## config.mk

```make
export PLATFORM = sky130hd
export DESIGN_NAME = sd_sector_reader_flat
export DESIGN_NICKNAME = d
export VERILOG_FILES = /design/src/rtl/sd_sector_reader_if.sv /design/src/rtl/sd_sector_reader.sv /design/src/flat_wrapper.sv
export SDC_FILE = /design/constraint.sdc
export NUM_CORES = 2
export LEC_CHECK = 0
export ABC_AREA = 1
export CAP_MARGIN = 20
export CELL_PAD_IN_SITES_DETAIL_PLACEMENT = 1
export CELL_PAD_IN_SITES_GLOBAL_PLACEMENT = 2
export CORE_MARGIN = 3
export CORE_UTILIZATION = 47
export CTS_CLUSTER_SIZE = 20
export DETAILED_ROUTE_END_ITERATION = 8
export PLACE_DENSITY = 0.91
export SETUP_SLACK_MARGIN = 0.1
export SLEW_MARGIN = 20
export SYNTH_ARGS = -nofsm -noshare
export SYNTH_HDL_FRONTEND = slang
export SYNTH_SLANG_ARGS = --single-unit
```

## constraint.sdc

```tcl
create_clock -name clk -period 7.3 [get_ports clk]
set_input_delay 2.19 -clock clk [delete_from_list [all_inputs] [get_ports clk]]
set_output_delay 2.19 -clock clk [all_outputs]
set_load 0.005 [all_outputs]
```

## src/rtl/sd_sector_reader_if.sv

```systemverilog
// CPU-side bus of the sector reader: request, status flags and buffer read port.
interface sd_sector_reader_if;
    logic [31:0] sector;
    logic        start;
    logic        busy;
    logic        done;
    logic        error;
    logic [9:0]  byte_count;
    logic [8:0]  buf_addr;
    logic [7:0]  buf_data;

    modport master (
        output sector, start, buf_addr,
        input  busy, done, error, byte_count, buf_data
    );

    modport slave (
        input  sector, start, buf_addr,
        output busy, done, error, byte_count, buf_data
    );
endinterface

```

## src/rtl/sd_sector_reader.sv

```systemverilog
// Drives sd_controller through one 512-byte sector read and captures the bytes into a
// 512x8 buffer that the CPU reads back through a registered random-access port.
module sd_sector_reader #(
    parameter bit          BLOCK_ADDR     = 1'b1,
    parameter int unsigned TIMEOUT_CYCLES = 50000000,
    parameter int unsigned TW             = 26
) (
    input  logic              clk,
    input  logic              reset,
    sd_sector_reader_if.slave bus,
    input  logic              sd_ready,
    output logic              sd_rd,
    output logic [31:0]       sd_address,
    input  logic [7:0]        sd_dout,
    input  logic              sd_byte_available
);

    typedef enum logic [2:0] {
        StIdle,
        StWaitRdy,
        StIssue,
        StWaitAcc,
        StRecv,
        StFin,
        StErr
    } state_e;

    localparam logic [TW-1:0] TimerLast = TW'(TIMEOUT_CYCLES - 1);

    state_e        state_q;
    logic [TW-1:0] timer_q;
    logic          avail_q;
    logic [9:0]    count_q;
    logic          busy_q;
    logic          done_q;
    logic          error_q;
    logic          rd_q;
    logic [31:0]   addr_q;
    logic [7:0]    rdata_q;
    logic [7:0]    mem [512];

    logic byte_edge;
    logic full;
    logic timeout;
    logic capture;

    always_comb begin
        byte_edge = sd_byte_available & ~avail_q;
        full      = (count_q == 10'd512);
        timeout   = (timer_q == TimerLast);
        // Bytes past the 512th are dropped; reset blocks a write on the aborting edge.
        capture   = (state_q == StRecv) && byte_edge && !full && !reset;
    end

    always_ff @(posedge clk) begin
        if (reset) begin
            state_q <= StIdle;
            timer_q <= '0;
            avail_q <= 1'b0;
            count_q <= '0;
            busy_q  <= 1'b0;
            done_q  <= 1'b0;
            error_q <= 1'b0;
            rd_q    <= 1'b0;
            addr_q  <= '0;
        end else begin
            avail_q <= sd_byte_available;
            rd_q    <= 1'b0;
            case (state_q)
                StIdle: begin
                    if (bus.start) begin
                        addr_q  <= BLOCK_ADDR ? bus.sector : {bus.sector[22:0], 9'd0};
                        done_q  <= 1'b0;
                        error_q <= 1'b0;
                        count_q <= '0;
                        timer_q <= '0;
                        busy_q  <= 1'b1;
                        state_q <= StWaitRdy;
                    end
                end
                StWaitRdy: begin
                    if (sd_ready) begin
                        rd_q    <= 1'b1;
                        state_q <= StIssue;
                    end else if (timeout) begin
                        error_q <= 1'b1;
                        busy_q  <= 1'b0;
                        state_q <= StErr;
                    end else begin
                        timer_q <= timer_q + TW'(1);
                    end
                end
                StIssue: begin
                    timer_q <= '0;
                    state_q <= StWaitAcc;
                end
                StWaitAcc: begin
                    if (!sd_ready) begin
                        timer_q <= '0;
                        state_q <= StRecv;
                    end else if (timeout) begin
                        error_q <= 1'b1;
                        busy_q  <= 1'b0;
                        state_q <= StErr;
                    end else begin
                        timer_q <= timer_q + TW'(1);
                    end
                end
                StRecv: begin
                    // The full check sees the registered count, so the last capture lands first.
                    if (full && sd_ready) begin
                        done_q  <= 1'b1;
                        busy_q  <= 1'b0;
                        state_q <= StFin;
                    end else if (capture) begin
                        count_q <= count_q + 10'd1;
                        timer_q <= '0;
                    end else if (timeout) begin
                        error_q <= 1'b1;
                        busy_q  <= 1'b0;
                        state_q <= StErr;
                    end else begin
                        timer_q <= timer_q + TW'(1);
                    end
                end
                StFin, StErr: state_q <= StIdle;
                default:      state_q <= StIdle;
            endcase
        end
    end

    // Write port only; contents survive reset.
    always_ff @(posedge clk) begin
        if (capture) begin
            mem[count_q[8:0]] <= sd_dout;
        end
    end

    // Read-before-write on an address collision, matching a simple dual-port BRAM.
    always_ff @(posedge clk) begin
        if (reset) begin
            rdata_q <= '0;
        end else begin
            rdata_q <= mem[bus.buf_addr];
        end
    end

    assign bus.busy       = busy_q;
    assign bus.done       = done_q;
    assign bus.error      = error_q;
    assign bus.byte_count = count_q;
    assign bus.buf_data   = rdata_q;
    assign sd_rd          = rd_q;
    assign sd_address     = addr_q;

endmodule

```

## src/flat_wrapper.sv

```systemverilog
// flat-port wrapper written by rule: the top's interface ports become plain ports
module sd_sector_reader_flat 
#(
    parameter bit          BLOCK_ADDR     = 1'b1,
    parameter int unsigned TIMEOUT_CYCLES = 50000000,
    parameter int unsigned TW             = 26
)
  (clk, reset, sd_ready, sd_rd, sd_address, sd_dout, sd_byte_available, bus_sector, bus_start, bus_buf_addr, bus_busy, bus_done, bus_error, bus_byte_count, bus_buf_data);
  sd_sector_reader_if bus_i ();
  input  logic clk;
  input  logic reset;
  input  logic sd_ready;
  output logic sd_rd;
  output logic [31:0] sd_address;
  input  logic [7:0] sd_dout;
  input  logic sd_byte_available;
  input wire logic [$bits(bus_i.sector)-1:0] bus_sector;
  input wire logic [$bits(bus_i.start)-1:0] bus_start;
  input wire logic [$bits(bus_i.buf_addr)-1:0] bus_buf_addr;
  output wire logic [$bits(bus_i.busy)-1:0] bus_busy;
  output wire logic [$bits(bus_i.done)-1:0] bus_done;
  output wire logic [$bits(bus_i.error)-1:0] bus_error;
  output wire logic [$bits(bus_i.byte_count)-1:0] bus_byte_count;
  output wire logic [$bits(bus_i.buf_data)-1:0] bus_buf_data;
  assign bus_i.sector = bus_sector;
  assign bus_i.start = bus_start;
  assign bus_i.buf_addr = bus_buf_addr;
  assign bus_busy = bus_i.busy;
  assign bus_done = bus_i.done;
  assign bus_error = bus_i.error;
  assign bus_byte_count = bus_i.byte_count;
  assign bus_buf_data = bus_i.buf_data;
  sd_sector_reader #(.BLOCK_ADDR(BLOCK_ADDR), .TIMEOUT_CYCLES(TIMEOUT_CYCLES), .TW(TW)) u_core (.clk(clk), .reset(reset), .bus(bus_i), .sd_ready(sd_ready), .sd_rd(sd_rd), .sd_address(sd_address), .sd_dout(sd_dout), .sd_byte_available(sd_byte_available));
endmodule
```

; After elaboration in Yosys (flattened, before gate mapping)
; Memories as Yosys holds them, arrays and structs flattened. A register that Yosys moved wholly into a read port is not among the register bits.
; Cells that the tools add are included.
[totals]
reg_bits = 76
ram_bits = 4096
output_inout_bits = 54
n_memories = 1
[memory_table]
columns = memory, depth, width, rd, rd_ports_with_merged_regs, write_ports, line_no
row1 = u_core.mem, 512, 8, 1, 1, 1, sd_sector_reader.sv:40  ; logic [7:0] mem [512];
[op_classes]
add_sub_neg = 2
eq_ne = 14
n_mux = 37
n_bitwise = 3
reduce_logical = 18
[op_table]
columns = op, n
row1 = $mux 26, 6
row2 = $pmux 26 s5, 1
row3 = $mux 10, 3
row4 = $add 26x1->26 const B, 1
row5 = $eq 26x26->1 const B, 1
row6 = $pmux 10 s2, 1
row7 = $mux 3, 6
row8 = $mux 1, 16
row9 = $pmux 3 s5, 1
row10 = $ne 2x2->1 const B, 6
row11 = $add 10x1->10 const B, 1
row12 = $eq 10x10->1 const B, 1
row13 = $pmux 1 s4, 2
row14 = $reduce_and 4->1, 2
row15 = $eq 3x2->1 const B, 2
row16 = $reduce_and 6->1, 1
row17 = $reduce_and 5->1, 1
row18 = $reduce_bool 5->1, 1
row19 = $logic_and 1x1->1, 4
row20 = $reduce_and 2->1, 2
row21 = $reduce_bool 4->1, 1
row22 = $eq 3x1->1 const B, 1
row23 = $eq 3x3->1 const B, 1
row24 = $logic_not 3->1, 1
row25 = 9 further kinds, 11

; Longest topological paths before layout
[logic_depth]
ltp_word = 8
mapped_depth = 17
mapped_depth_nobuf = 15

; Worst setup path after synthesis
; No wires, ideal clock.
[synth_path]
path_kind = input to register
startpoint = in reset
endpoint = mem u_core.mem[131][0] (enable)
setup_ps = 370
t_arrival_ps = 3595
required_time_ps = 6930
slack_ps = 3335
stages = 6
path_buffers = 1
path_cell_list = nor4_2 nand2_2 nor2_1 nand2_1 clkbuf_1 nor2_1
[synth_between]
elab_chain_len = 4
[synth_lines]
columns = element, line_no
row1 = "start, declared", flat_wrapper.sv:11  ; input logic reset;
row2 = $logic_not 1->1, sd_sector_reader.sv:52  ; capture = (state_q == StRecv) && byte_edge && !full && !reset;
row3 = $logic_and 1x1->1, sd_sector_reader.sv:52
row4 = $mux 1, sd_sector_reader.sv:134  ; if (capture) begin
row5 = $mux 1 (not written as such), sd_sector_reader.sv:135  ; mem[count_q[8:0]] <= sd_dout;
row6 = "end, declared", sd_sector_reader.sv:40
; Every way passes these cells.

==> results.sh <==
export IMPL_cp_end_kind="flop"
export IMPL_vias=117000
export IMPL_async_reset_ff_share_pct=0
export IMPL_drcViolationCount=0
export IMPL_max_freq_mhz=185
export IMPL_slowest_stage="inv_16"
export IMPL_ys_seq_area_share_pct=73.5
export IMPL_pre_cts_slack_ns=1.09
export IMPL_first_global_vias=122000
export IMPL_die_x_um=607
export IMPL_reg2reg_setup_slack_ns=2.87
export IMPL_hp_class="reg2reg"
export IMPL_clockBufferDepth=4
export IMPL_cts_sinks=4180
export IMPL_dp_hpwl_um=298000
export IMPL_die_area_um2=368000
export IMPL_arrival_ns=6.32
export IMPL_slew_violations=0
export IMPL_critPathKind="in2reg"
export IMPL_synth_cell_type_count=48
export IMPL_numPlacedInstances=18500
export IMPL_critPathMaxFanout=183
export IMPL_min_path_cells=2
export IMPL_powerDensity_nw_per_um2=271
export IMPL_synth_edff_count=4096
export IMPL_yosys_area_top_type="edfxtp_1"
export IMPL_yosysTopAreaCellShare_pct=72.5
export IMPL_core_area_um2=358000
export IMPL_gp_congestion=0.841
export IMPL_yosysMostFrequentCell="nand2_1"
export IMPL_cts_tree="done"
export IMPL_clk_latency_ns=0.98
export IMPL_post_route_util_pct=52.7
export IMPL_reg2reg_to="u_core.mem[106][0]$_DFFE_PP_"
export IMPL_fin_setup_tns_ns=0
export IMPL_ys_ff_latch=4180
export IMPL_yosysWarnings=0
export IMPL_synth_area_um2=170000
export IMPL_row_count=219
export IMPL_h_tree_depth=5
export IMPL_holdBufCountCts=0
export IMPL_ys_flop_type="edfxtp_1"
export IMPL_antenna_found_initial=23
export IMPL_port_buffers=107
export IMPL_ctsResizeCount=0
export IMPL_setup_ws_ns=1.89
export IMPL_hold_viol=0
export IMPL_finalClockSkew_ns=0.0520
export IMPL_crit_chain="buf_16, inv_16, buf_12, buf_12, nand2_1, nand3_1, nand3_1, nand3_1, nand3_1, nand3_1, nand3_1, nand2_1, nand2_1, nand3_1, nand2_1, nor2_1"
export IMPL_fin_crit_ns=5.41
export IMPL_tightestPinTransition_ns=1.19
export IMPL_synth_common_cells="nand2_1 (4318), edfxtp_1 (4096), nand3_1 (4093)"
export IMPL_wirelength_um=536000
export IMPL_avgSynthCellArea_um2=11.8
export IMPL_drive_gt1_share_pct=5.91
export IMPL_cts_root_buffer="clkbuf_16"
export IMPL_syn_to_final_growth_pct=11.1
export IMPL_viasPerCell=6.08
export IMPL_outcome="completed"
export IMPL_dr_pass1_iters=6
export IMPL_initial_core_util_pct=47.4
export IMPL_grt_start_max_net_pins=195
export IMPL_grt_usage_pct=28.6
export IMPL_synth_area_leaders="edfxtp_1 (73%), nand3_1 (12%), nand2_1 (9.6%), buf_2 (1.7%), nor2_1 (1.3%)"
export IMPL_required_ns=8.21
export IMPL_cts_made_buffers=430
export IMPL_cts_setup_buffers=0
export IMPL_setup_viol=0
export IMPL_slowest_delay_ns=0.54
export IMPL_min_to="u_core.bus.error$_SDFFE_PP0P_"
export IMPL_ios=108
export IMPL_wl_per_cell_um=27.8
export IMPL_syn_nets=14500
export IMPL_stdcell_count=19300
export IMPL_cts_clk_slew_worst_paths_ns=0.06
export IMPL_timing_rr_start="u_core.bus.byte_count[6]$_SDFFE_PP0P_"
export IMPL_hold_start="u_core.bus.error$_SDFFE_PP0P_"
export IMPL_ir_worst_vdd_mv=0.198
export IMPL_max_slew_margin_pct=20.4
export IMPL_drv_cap=0
export IMPL_critPathMostFrequentCell="nand3_1"
export IMPL_syn_inst=14400
export IMPL_fin_crit_sh_pct=74.1
export IMPL_fin_nets=14200
export IMPL_p_total_mw=51.1
export IMPL_die_height_um=607
export IMPL_rsz0062_at_grt="false"
export IMPL_p_leak_nw=64.7
export IMPL_drtAntennaViolNets=0
export IMPL_crit_path_start_kind="input port"
export IMPL_grt_remaining_overflow=0
export IMPL_grt_pass1_wl_um=792000
export IMPL_first_iter_violations=14300
export IMPL_rr_worst_depth=9
cell type report:
cell class / instances / area (um^2)
Fill cell: 36400 / 169000
Sequential cell: 4180 / 125000
Multi-Input combinational cell: 9147 / 40000
Clock buffer: 552 / 11500
Tap cell: 4751 / 5940
Timing Repair Buffer: 315 / 3790
Clock inverter: 234 / 2050
Inverter: 76 / 335
Antenna cell: 8 / 20.0
cell usage in the layout (no fill, tap or decap), types with 60 or more instances in the layout:
master           count
inv_1               60
dfxtp_1             84
nor2_1             577
clkinv_1           109
buf_12              87
edfxtp_1          4096
clkbuf_1           103
buf_4              121
clkdlybuf4s50_1     91
nand3_1           4093
nand2_1           4304
clkinv_2            67
clkbuf_16          440
registers in the layout, indices dropped and copies added (netlist names):
signal                 cells
u_core.bus.buf_data        8
u_core.bus.byte_count     10
u_core.timer_q            26
u_core.bus.error           1
u_core.bus.done            1
u_core.bus.busy            1
u_core.state_q             3
u_core.mem              4096
u_core.sd_address         32
u_core.sd_rd               1
u_core.avail_q             1
per-layer routing:
layer | global-route usage, % | part of all wire [%] | routed length, um | up-vias
met5 | 0 | 0.028 | 150 | -
met4 | 11.6 | 4.1 | 21900 | 22
met3 | 4.81 | 8.1 | 43400 | 1022
met2 | 46.9 | 48 | 259000 | 5418
met1 | 38.1 | 39 | 211000 | 60100
li1 | - | - | - | 50700
report_power, final:
part	internal [mW]	switching, mW
clock network	12.3	9.34
logic	0.733	2.35
registers	26.4	0.0323
cell families (layout without fill, tap and decap cells):
family | Yosys count | count (layout) | synth area share (%)
AO/OA/AOI/OAI | 96 | 96 | 0.323
adder cells (fa/ha/maj) | 5 | 5 | 0.0369
XOR/XNOR | 5 | 5 | 0.0258
other | 0 | 8 | 0
buffers and inverters | 1080 | 1177 | 2.95
AND/OR/NAND/NOR | 9041 | 9041 | 23.1
flip-flops | 4180 | 4180 | 73.5
worst max path at each step:
| stage | endpoint | cells past startpoint | slack, ns | start |
|---|---|---|---|---|
| finish | u_core.bus.buf_data[7]$_SDFF_PP0_ | 16 | 1.89 | bus_buf_addr[0] |
| global route | u_core.mem[170][3]$_DFFE_PP_ | 8 | 1.87 | sd_byte_available |
| detailed placement | u_core.mem[74][0]$_DFFE_PP_ | 8 | 1.09 | sd_byte_available |
| floorplan | u_core.mem[131][0]$_DFFE_PP_ | 6 | 3.33 | reset |
| CTS | u_core.mem[170][1]$_DFFE_PP_ | 8 | 2.10 | sd_byte_available |
| global placement | u_core.bus.buf_data[3]$_SDFF_PP0_ | 16 | 1.26 | bus_buf_addr[0] |
worst max-delay path: cells and delay by family:
family	cells	cell delay [ns]
buffers and inverters	4	1.47
AND/OR/NAND/NOR	12	2.10
through the flow:
| stage | hold slack [ns] | area (um^2) |
|---|---|---|
| 2_1_floorplan | 0.434 | 170000 |
| 3_3_place_gp | 0.444 | 175000 |
| 3_5_place_dp | 0.450 | 175000 |
| 4_1_cts | 0.459 | 188000 |
| 5_1_grt | 0.482 | 188000 |
| 6_report | 0.460 | 188000 |
(Power assumes the default switching activity.)
